===== src/rtl/fifo_mem_ctrl.sv =====
// fifo_mem_ctrl: pointer/status controller that runs an external dual-port
// RAM as a circular buffer. No data passes through this block; it only
// produces RAM addresses/enables, a read-valid strobe and FIFO status.
module fifo_mem_ctrl #(
  parameter int ADDR_WIDTH = 4,
  parameter int AF_LEVEL   = 14,
  parameter int AE_LEVEL   = 2
) (
  input  logic                  clk,
  input  logic                  rst_n,
  input  logic                  wr_req,
  input  logic                  rd_req,
  input  logic                  flush,
  output logic [ADDR_WIDTH-1:0] mem_addr_write,
  output logic                  mem_enable_write,
  output logic [ADDR_WIDTH-1:0] mem_addr_read,
  output logic                  mem_enable_read,
  output logic                  rd_valid,
  output logic                  full,
  output logic                  empty,
  output logic                  almost_full,
  output logic                  almost_empty,
  output logic [ADDR_WIDTH:0]   count,
  output logic                  overflow,
  output logic                  underflow
);

  localparam logic [ADDR_WIDTH:0] PTR_ONE = (ADDR_WIDTH+1)'(1);
  localparam logic [ADDR_WIDTH:0] AF_THR  = (ADDR_WIDTH+1)'(AF_LEVEL);
  localparam logic [ADDR_WIDTH:0] AE_THR  = (ADDR_WIDTH+1)'(AE_LEVEL);

  // Pointers carry one extra wrap bit above the RAM address bits so that
  // full and empty can be told apart when the address bits match.
  logic [ADDR_WIDTH:0] wr_ptr_reg;
  logic [ADDR_WIDTH:0] rd_ptr_reg;
  logic                rd_valid_reg;
  logic                overflow_reg;
  logic                underflow_reg;

  logic wr_acc;
  logic rd_acc;

  // Status is derived purely from the registered pointers.
  assign full  = (wr_ptr_reg[ADDR_WIDTH-1:0] == rd_ptr_reg[ADDR_WIDTH-1:0]) &&
                 (wr_ptr_reg[ADDR_WIDTH] != rd_ptr_reg[ADDR_WIDTH]);
  assign empty = (wr_ptr_reg == rd_ptr_reg);
  assign count = wr_ptr_reg - rd_ptr_reg;

  assign almost_full  = (count >= AF_THR);
  assign almost_empty = (count <= AE_THR);

  // Flush wins over both requests; no fall-through on empty and no
  // write-through-read on full, since status comes from the current pointers.
  assign wr_acc = wr_req & ~full  & ~flush;
  assign rd_acc = rd_req & ~empty & ~flush;

  // Enables are forced low while reset is held so the RAM is never touched.
  assign mem_enable_write = wr_acc & rst_n;
  assign mem_enable_read  = rd_acc & rst_n;
  assign mem_addr_write   = wr_ptr_reg[ADDR_WIDTH-1:0];
  assign mem_addr_read    = rd_ptr_reg[ADDR_WIDTH-1:0];

  assign rd_valid  = rd_valid_reg;
  assign overflow  = overflow_reg;
  assign underflow = underflow_reg;

  // Pointer advance, read-valid pipeline stage and error pulses.
  always_ff @(posedge clk or negedge rst_n) begin
    if (!rst_n) begin
      wr_ptr_reg    <= '0;
      rd_ptr_reg    <= '0;
      rd_valid_reg  <= 1'b0;
      overflow_reg  <= 1'b0;
      underflow_reg <= 1'b0;
    end else begin
      overflow_reg  <= wr_req & full  & ~flush;
      underflow_reg <= rd_req & empty & ~flush;
      if (flush) begin
        wr_ptr_reg   <= '0;
        rd_ptr_reg   <= '0;
        rd_valid_reg <= 1'b0;
      end else begin
        if (wr_acc) begin
          wr_ptr_reg <= wr_ptr_reg + PTR_ONE;
        end
        if (rd_acc) begin
          rd_ptr_reg <= rd_ptr_reg + PTR_ONE;
        end
        rd_valid_reg <= rd_acc;
      end
    end
  end

endmodule


===== config.mk =====
export PLATFORM = sky130hd
export DESIGN_NAME = fifo_mem_ctrl
export DESIGN_NICKNAME = d
export VERILOG_FILES = /design/src/rtl/fifo_mem_ctrl.sv
export SDC_FILE = /design/constraint.sdc
export NUM_CORES = 1
export LEC_CHECK = 0
export CAP_MARGIN = 25
export CELL_PAD_IN_SITES_DETAIL_PLACEMENT = 0
export CELL_PAD_IN_SITES_GLOBAL_PLACEMENT = 1
export CORE_MARGIN = 10
export CORE_UTILIZATION = 34
export CTS_CLUSTER_DIAMETER = 100
export CTS_CLUSTER_SIZE = 24
export DETAILED_ROUTE_END_ITERATION = 6
export MAX_ROUTING_LAYER = met4
export PLACE_DENSITY_LB_ADDON = 0.1
export SYNTH_ARGS = -nofsm -noshare
export SYNTH_HDL_FRONTEND = slang
export SYNTH_SLANG_ARGS = --single-unit

===== constraint.sdc =====
create_clock -name clk -period 2.1 [get_ports clk]
set_input_delay 0.21 -clock clk [delete_from_list [all_inputs] [get_ports clk]]
set_output_delay 0.21 -clock clk [all_outputs]
set_load 0.05 [all_outputs]

==> qor.csv, run 1 <==
metric,value,unit
endpoint_kind,output port,
viasPerCell,4.80,
drt-initial-drc-count,34,
path_class,flop to output port,
vias,796,
hold_buffers,0,
syn_avg_cell_area,9.71,µm²
synth_edf_count,0,
critPathLaunchType,flop,
grt.total_usage,10.0,%
portBuffers,26,
coreArea,0.00245,mm²
fin_nets,149,
async_flop_share,100,%
stdcell_count,166,
drtPass1Iterations,4,
die_height,70.4,µm
maxSlewViolCount,0,
grt_max_degree,14,
dp_cells,153,
clk_latency,0.29,ns
holdWs,0.261,ns
yosys.cell_types.count,26,
worstPathArrival,2.22,ns
antenna_left,0,
pre_cts_ws,-0.0468,ns
drive_gt1_share,44.1,%
worst_pin_slew,0.506,ns
grt_pass1_wl,4.00,mm
cts_buffers,3,
fmaxAchievable,0.412,GHz
die_w,70.4,µm
violations,setup timing,
placementRows,18,
dp_hpwl,1.88,mm
dieArea,0.00496,mm²
yosysMostFrequentCell,nor2_1,
final.setup.tns,-0.934,ns
place_congestion,0.814,
finClkSkew,0.0146,ns
finalHoldViolations,0,
yosys_warnings,0,
layout_worst_path_cycle_share,116,%
antenna_cells,0,
synthTopCellsByArea,"dfrtp_1, ha_1, xnor2_1, buf_4, nor2_1",
wl_met3,109,µm
wl_per_cell,15.3,µm
grt_pass1_vias,851,
synth_cells,89,
cts.sinks,13,
run_status,finished with violations,
clockRootBuffer,clkbuf_4,
setup_slack,-0.330,ns
final_util,62.8,%
rsz0062_at_grt,true,
antenna_found_initial,0,
synth_ff_type,dfrtp_1,
grt-ovfl-total,0,
yosys.area.top_type,dfrtp_1,
wl_met2,1.30,mm
cts_tree,done,
clk_path_buf_depth,2,
start_util,35.2,%
synth_commonest_cells,"nor2_1, dfrtp_1, buf_4, xnor2_1",
clkTransAtPathRegs,0.09,ns
maxUsedRoutingLayer,met4,
stdcell_area,0.00154,mm²
wl_met1,1.09,mm
syn_area,865,µm²
synth_top_area_share,37.6,%
htree_levels,1,
yosysSeqAreaShare,37.6,%
rrSetupSlack,0.27,ns
power.density,1050,mW/mm²
hold_path.class,input port to asynchronous set/reset pin,
drv_cap,0,
min_period,2.43,ns
leakage,0.680,nW
max_slew_margin,66.2,%
drt_wl_total,2.53,mm
path_max_fanout,3,
place_area,0.00136,mm²
drc_errors,0,
power,1.61,mW
syn-num-nets,101,
area_delta_synth_final,78.4,%
setup_viol,5,
io_pins,27,
peakVddDrop,0.00121,V
synth-seq-cells,13,
cp.required,1.89,ns
worst paths after layout:
path,cells after the start,end,from
max reg2reg,7,wr_ptr_reg[1]$_DFFE_PN0P_,wr_ptr_reg[3]$_DFFE_PN0P_
min,2,rd_ptr_reg[1]$_DFFE_PN0P_,rst_n
max,9,almost_empty,wr_ptr_reg[0]$_DFFE_PN0P_
min in group clk,2,overflow$_DFF_PN0_,wr_req
max in group asynchronous,2,wr_ptr_reg[4]$_DFFE_PN0P_,rst_n
min reg2reg,2,wr_ptr_reg[3]$_DFFE_PN0P_,wr_ptr_reg[3]$_DFFE_PN0P_
kinds of logic after synthesis:
family / synth area share [%]
adder cells (fa/ha/maj): 11.0
flip-flops: 37.6
AO/OA/AOI/OAI: 11.6
buffers and inverters: 9.99
AND/OR/NAND/NOR: 14.5
multiplexers: 2.32
XOR/XNOR: 13.0
final cells by class:
type,count,area (µm²)
clock buffer,4,26.3
fill,202,912
inverter,6,22.5
multi-input combinational,61,598
sequential,13,327
tap,30,37.5
timing repair buffer,52,532
per-layer routing:
layer	vias up	track usage, %
li1	390	-
met1	378	11.7
met2	23	15.9
met3	5	2.40
met4	0	4.39
met5	-	-
critical path: stages (launching register included):
cell       delay, ns
dfrtp_1         0.40
inv_2           0.09
ha_4            0.14
inv_2           0.03
fa_2            0.33
a21o_1          0.19
a21oi_4         0.18
xnor2_4         0.11
a2111oi_4       0.27
buf_12          0.18
repair_timing:
action | 4_1_cts | 5_1_grt
setup buffers | 3 | 6
setup endpoints to repair | 9 | 9
resized for setup | 10 | 7
pin swaps | 1 | 2
layout by cell type, fill, tap and decap left out, types with 2 or more instances in the layout:
cell              n
xnor2_1           5
clkdlybuf4s50_1  15
xor2_2            2
xor2_1            2
nand4_1           4
nor2_1           12
ha_1              3
o21ai_0           2
clkbuf_4          3
o211ai_1          2
buf_12            8
a21oi_1           4
inv_1             4
dfrtp_1          12
nor2_2            2
buf_4            28
ha_4              3
inv_2             2
mux2i_1           2
power breakdown:
| part | internal [mW] | switching (mW) | leakage (nW) | total [mW] |
|---|---|---|---|---|
| registers | 0.267 | 0.0130 | 0.177 | 0.280 |
| clock network | 0.0738 | 0.0898 | 0.0150 | 0.164 |
| logic | 0.551 | 0.618 | 0.489 | 1.17 |
Power figures use the tool's default switching activity.
==> run 2, diff against run 1 <==
--- a/config.mk
+++ b/config.mk
@@ -15,6 +15,7 @@
 export DETAILED_ROUTE_END_ITERATION = 6
 export MAX_ROUTING_LAYER = met4
 export PLACE_DENSITY_LB_ADDON = 0.1
+export SKIP_CTS_REPAIR_TIMING = 1
 export SYNTH_ARGS = -nofsm -noshare
 export SYNTH_HDL_FRONTEND = slang
 export SYNTH_SLANG_ARGS = --single-unit
==> qor.csv, run 2 (synthesis gave the netlist of run 1 again) <==
metric,value,unit,change
run_status,finished with violations,,
violations,setup timing,,
antenna_found_initial,0,,unchanged
power.density,1040,mW/mm²,-0.97%
slowest_stage,dfrtp_1,,
cp.required,1.89,ns,about the same
cts_buffers,3,,unchanged
path_max_fanout,3,,unchanged
worstPathArrival,2.22,ns,about the same
path_class,flop to output port,,
endpoint_kind,output port,,
hold_path.class,input port to asynchronous set/reset pin,,
cts.sinks,13,,unchanged
stdcell_area,0.00151,mm²,-2.4%
grt.total_usage,9.77,%,-0.26 points
crit_family,compound AO/OA/AOI/OAI gates,,
grt_pass1_wl,3.91,mm,-2.1%
clkTransAtPathRegs,0.09,ns,about the same
clockRootBuffer,clkbuf_4,,
rrSetupSlack,0.25,ns,-0.02 ns
seqPwrFrac,18.0,%,+0.6 points
io_pins,27,,unchanged
placementRows,18,,unchanged
htree_levels,1,,unchanged
setup_viol,5,,unchanged
finClkSkew,0.0132,ns,-0.00136 ns
start_util,35.2,%,unchanged
grt_pass1_vias,838,,-1.5%
layout_commonest_cell,buf_4,,
multi_input_area,591,µm²,-1.3%
layout_worst_path_cycle_share,116,%,+0.23 points
drc_errors,0,,unchanged
drt-initial-drc-count,26,,-24%
place_congestion,0.814,,unchanged
drtPass1Iterations,4,,unchanged
power_switching_share,45.0,%,+0.31 points
mostFrequentLayoutCells,"buf_4, clkdlybuf4s50_1, nor2_1, dfrtp_1, buf_12",,
setup_slack,-0.335,ns,-0.00493 ns
cp.buffers_inverters,3,,unchanged
fillCellCount,208,,+3.0%
peakVddDrop,0.00117,V,-3.4%
wl_per_cell,14.5,µm,-5.1%
die_w,70.4,µm,unchanged
fin_nets,145,,-2.7%
coreArea,0.00245,mm²,unchanged
finalHoldViolations,0,,unchanged
drt_wl_total,2.35,mm,-7.3%
cpMostUsedCell,inv_2,,
dieArea,0.00496,mm²,unchanged
drive_gt1_share,40.9,%,-3.2 points
internal_power,0.857,mW,-3.9%
power,1.56,mW,-3.4%
final.setup.tns,-0.923,ns,+0.0112 ns
rsz0062_at_grt,true,,
min_period,2.43,ns,+0.00493 ns
grt-ovfl-total,0,,unchanged
clk_path_buf_depth,2,,unchanged
maxSlewViolCount,0,,unchanged
grt_max_degree,14,,unchanged
register_area,327,µm²,unchanged
max_slew_margin,66.1,%,-0.11 points
net-switching-power,0.701,mW,-2.7%
critPathLaunchType,flop,,
die_height,70.4,µm,unchanged
leakage,0.658,nW,-3.3%
drv_cap,0,,unchanged
cts_tree,done,,
viasPerCell,4.83,,+0.80%
dp_hpwl,1.88,mm,unchanged
antenna_cells,0,,unchanged
final_util,61.3,%,-1.5 points
comb_power_share,71.6,%,-0.9 points
clockPowerShare,10.4,%,+0.3 points
antenna_left,0,,unchanged
worstPathCellList,"inv_2, ha_4, inv_2, fa_2, a21o_1, a21oi_4, xnor2_4, a2111oi_4, buf_12",,
fmaxAchievable,0.411,GHz,-0.20%
area_delta_synth_final,74.1,%,
clk_latency,0.29,ns,about the same
vias,783,,-1.6%
worst_path_largest_cell_delay,0.40,ns,about the same
place_area,0.00136,mm²,unchanged
portBuffers,26,,unchanged
worst_pin_slew,0.508,ns,+0.00169 ns
holdWs,0.261,ns,+0.000169 ns
[run 2: layout make-up]
| class | instances | area share [%] |
|---|---|---|
| inverter | 6 | 1.50 |
| tap | 30 | 2.49 |
| timing repair buffer | 48 | 33.3 |
| multi-input combinational | 61 | 39.2 |
| sequential | 13 | 21.7 |
| clock buffer | 4 | 1.75 |
[run 2: metrics by stage]
step	std cells	worst slack, ns
after floorplan	89	-0.343
after global routing	162	-0.420
after CTS	157	-0.373
after detailed placement	153	-0.0468
final	162	-0.335
after global placement	153	0.0141
[run 2: power groups by stage]
stage	combinational, mW	sequential (mW)	clock [mW]
2_1_floorplan	0.568	0.308	0
3_3_place_gp	1.04	0.283	0
3_5_place_dp	1.05	0.284	0
4_1_cts	1.05	0.279	0.167
5_1_grt	1.17	0.284	0.180
6_report	1.12	0.281	0.162
[run 2: metal layers]
| metal | up-vias | global-route usage [%] | wire (µm) |
|---|---|---|---|
| met2 | 25 | 15.5 | 1140 |
| met4 | 0 | 3.95 | 40 |
| met5 | - | - | 0 |
| met1 | 373 | 11.6 | 1050 |
| met3 | 5 | 2.26 | 115 |
| li1 | 380 | - | - |
[run 2: path summary, 6_finish.rpt]
check                                          startpoint                   endpoint  cells after the start
worst max-delay path            wr_ptr_reg[0]$_DFFE_PN0P_               almost_empty                      9
worst max register to register  wr_ptr_reg[1]$_DFFE_PN0P_  rd_ptr_reg[3]$_DFFE_PN0P_                      7
max in group asynchronous                           rst_n  wr_ptr_reg[4]$_DFFE_PN0P_                      2
min in group clk                                   wr_req         overflow$_DFF_PN0_                      2
worst min-delay path                                rst_n  rd_ptr_reg[1]$_DFFE_PN0P_                      2
worst min register to register  wr_ptr_reg[3]$_DFFE_PN0P_  wr_ptr_reg[3]$_DFFE_PN0P_                      2
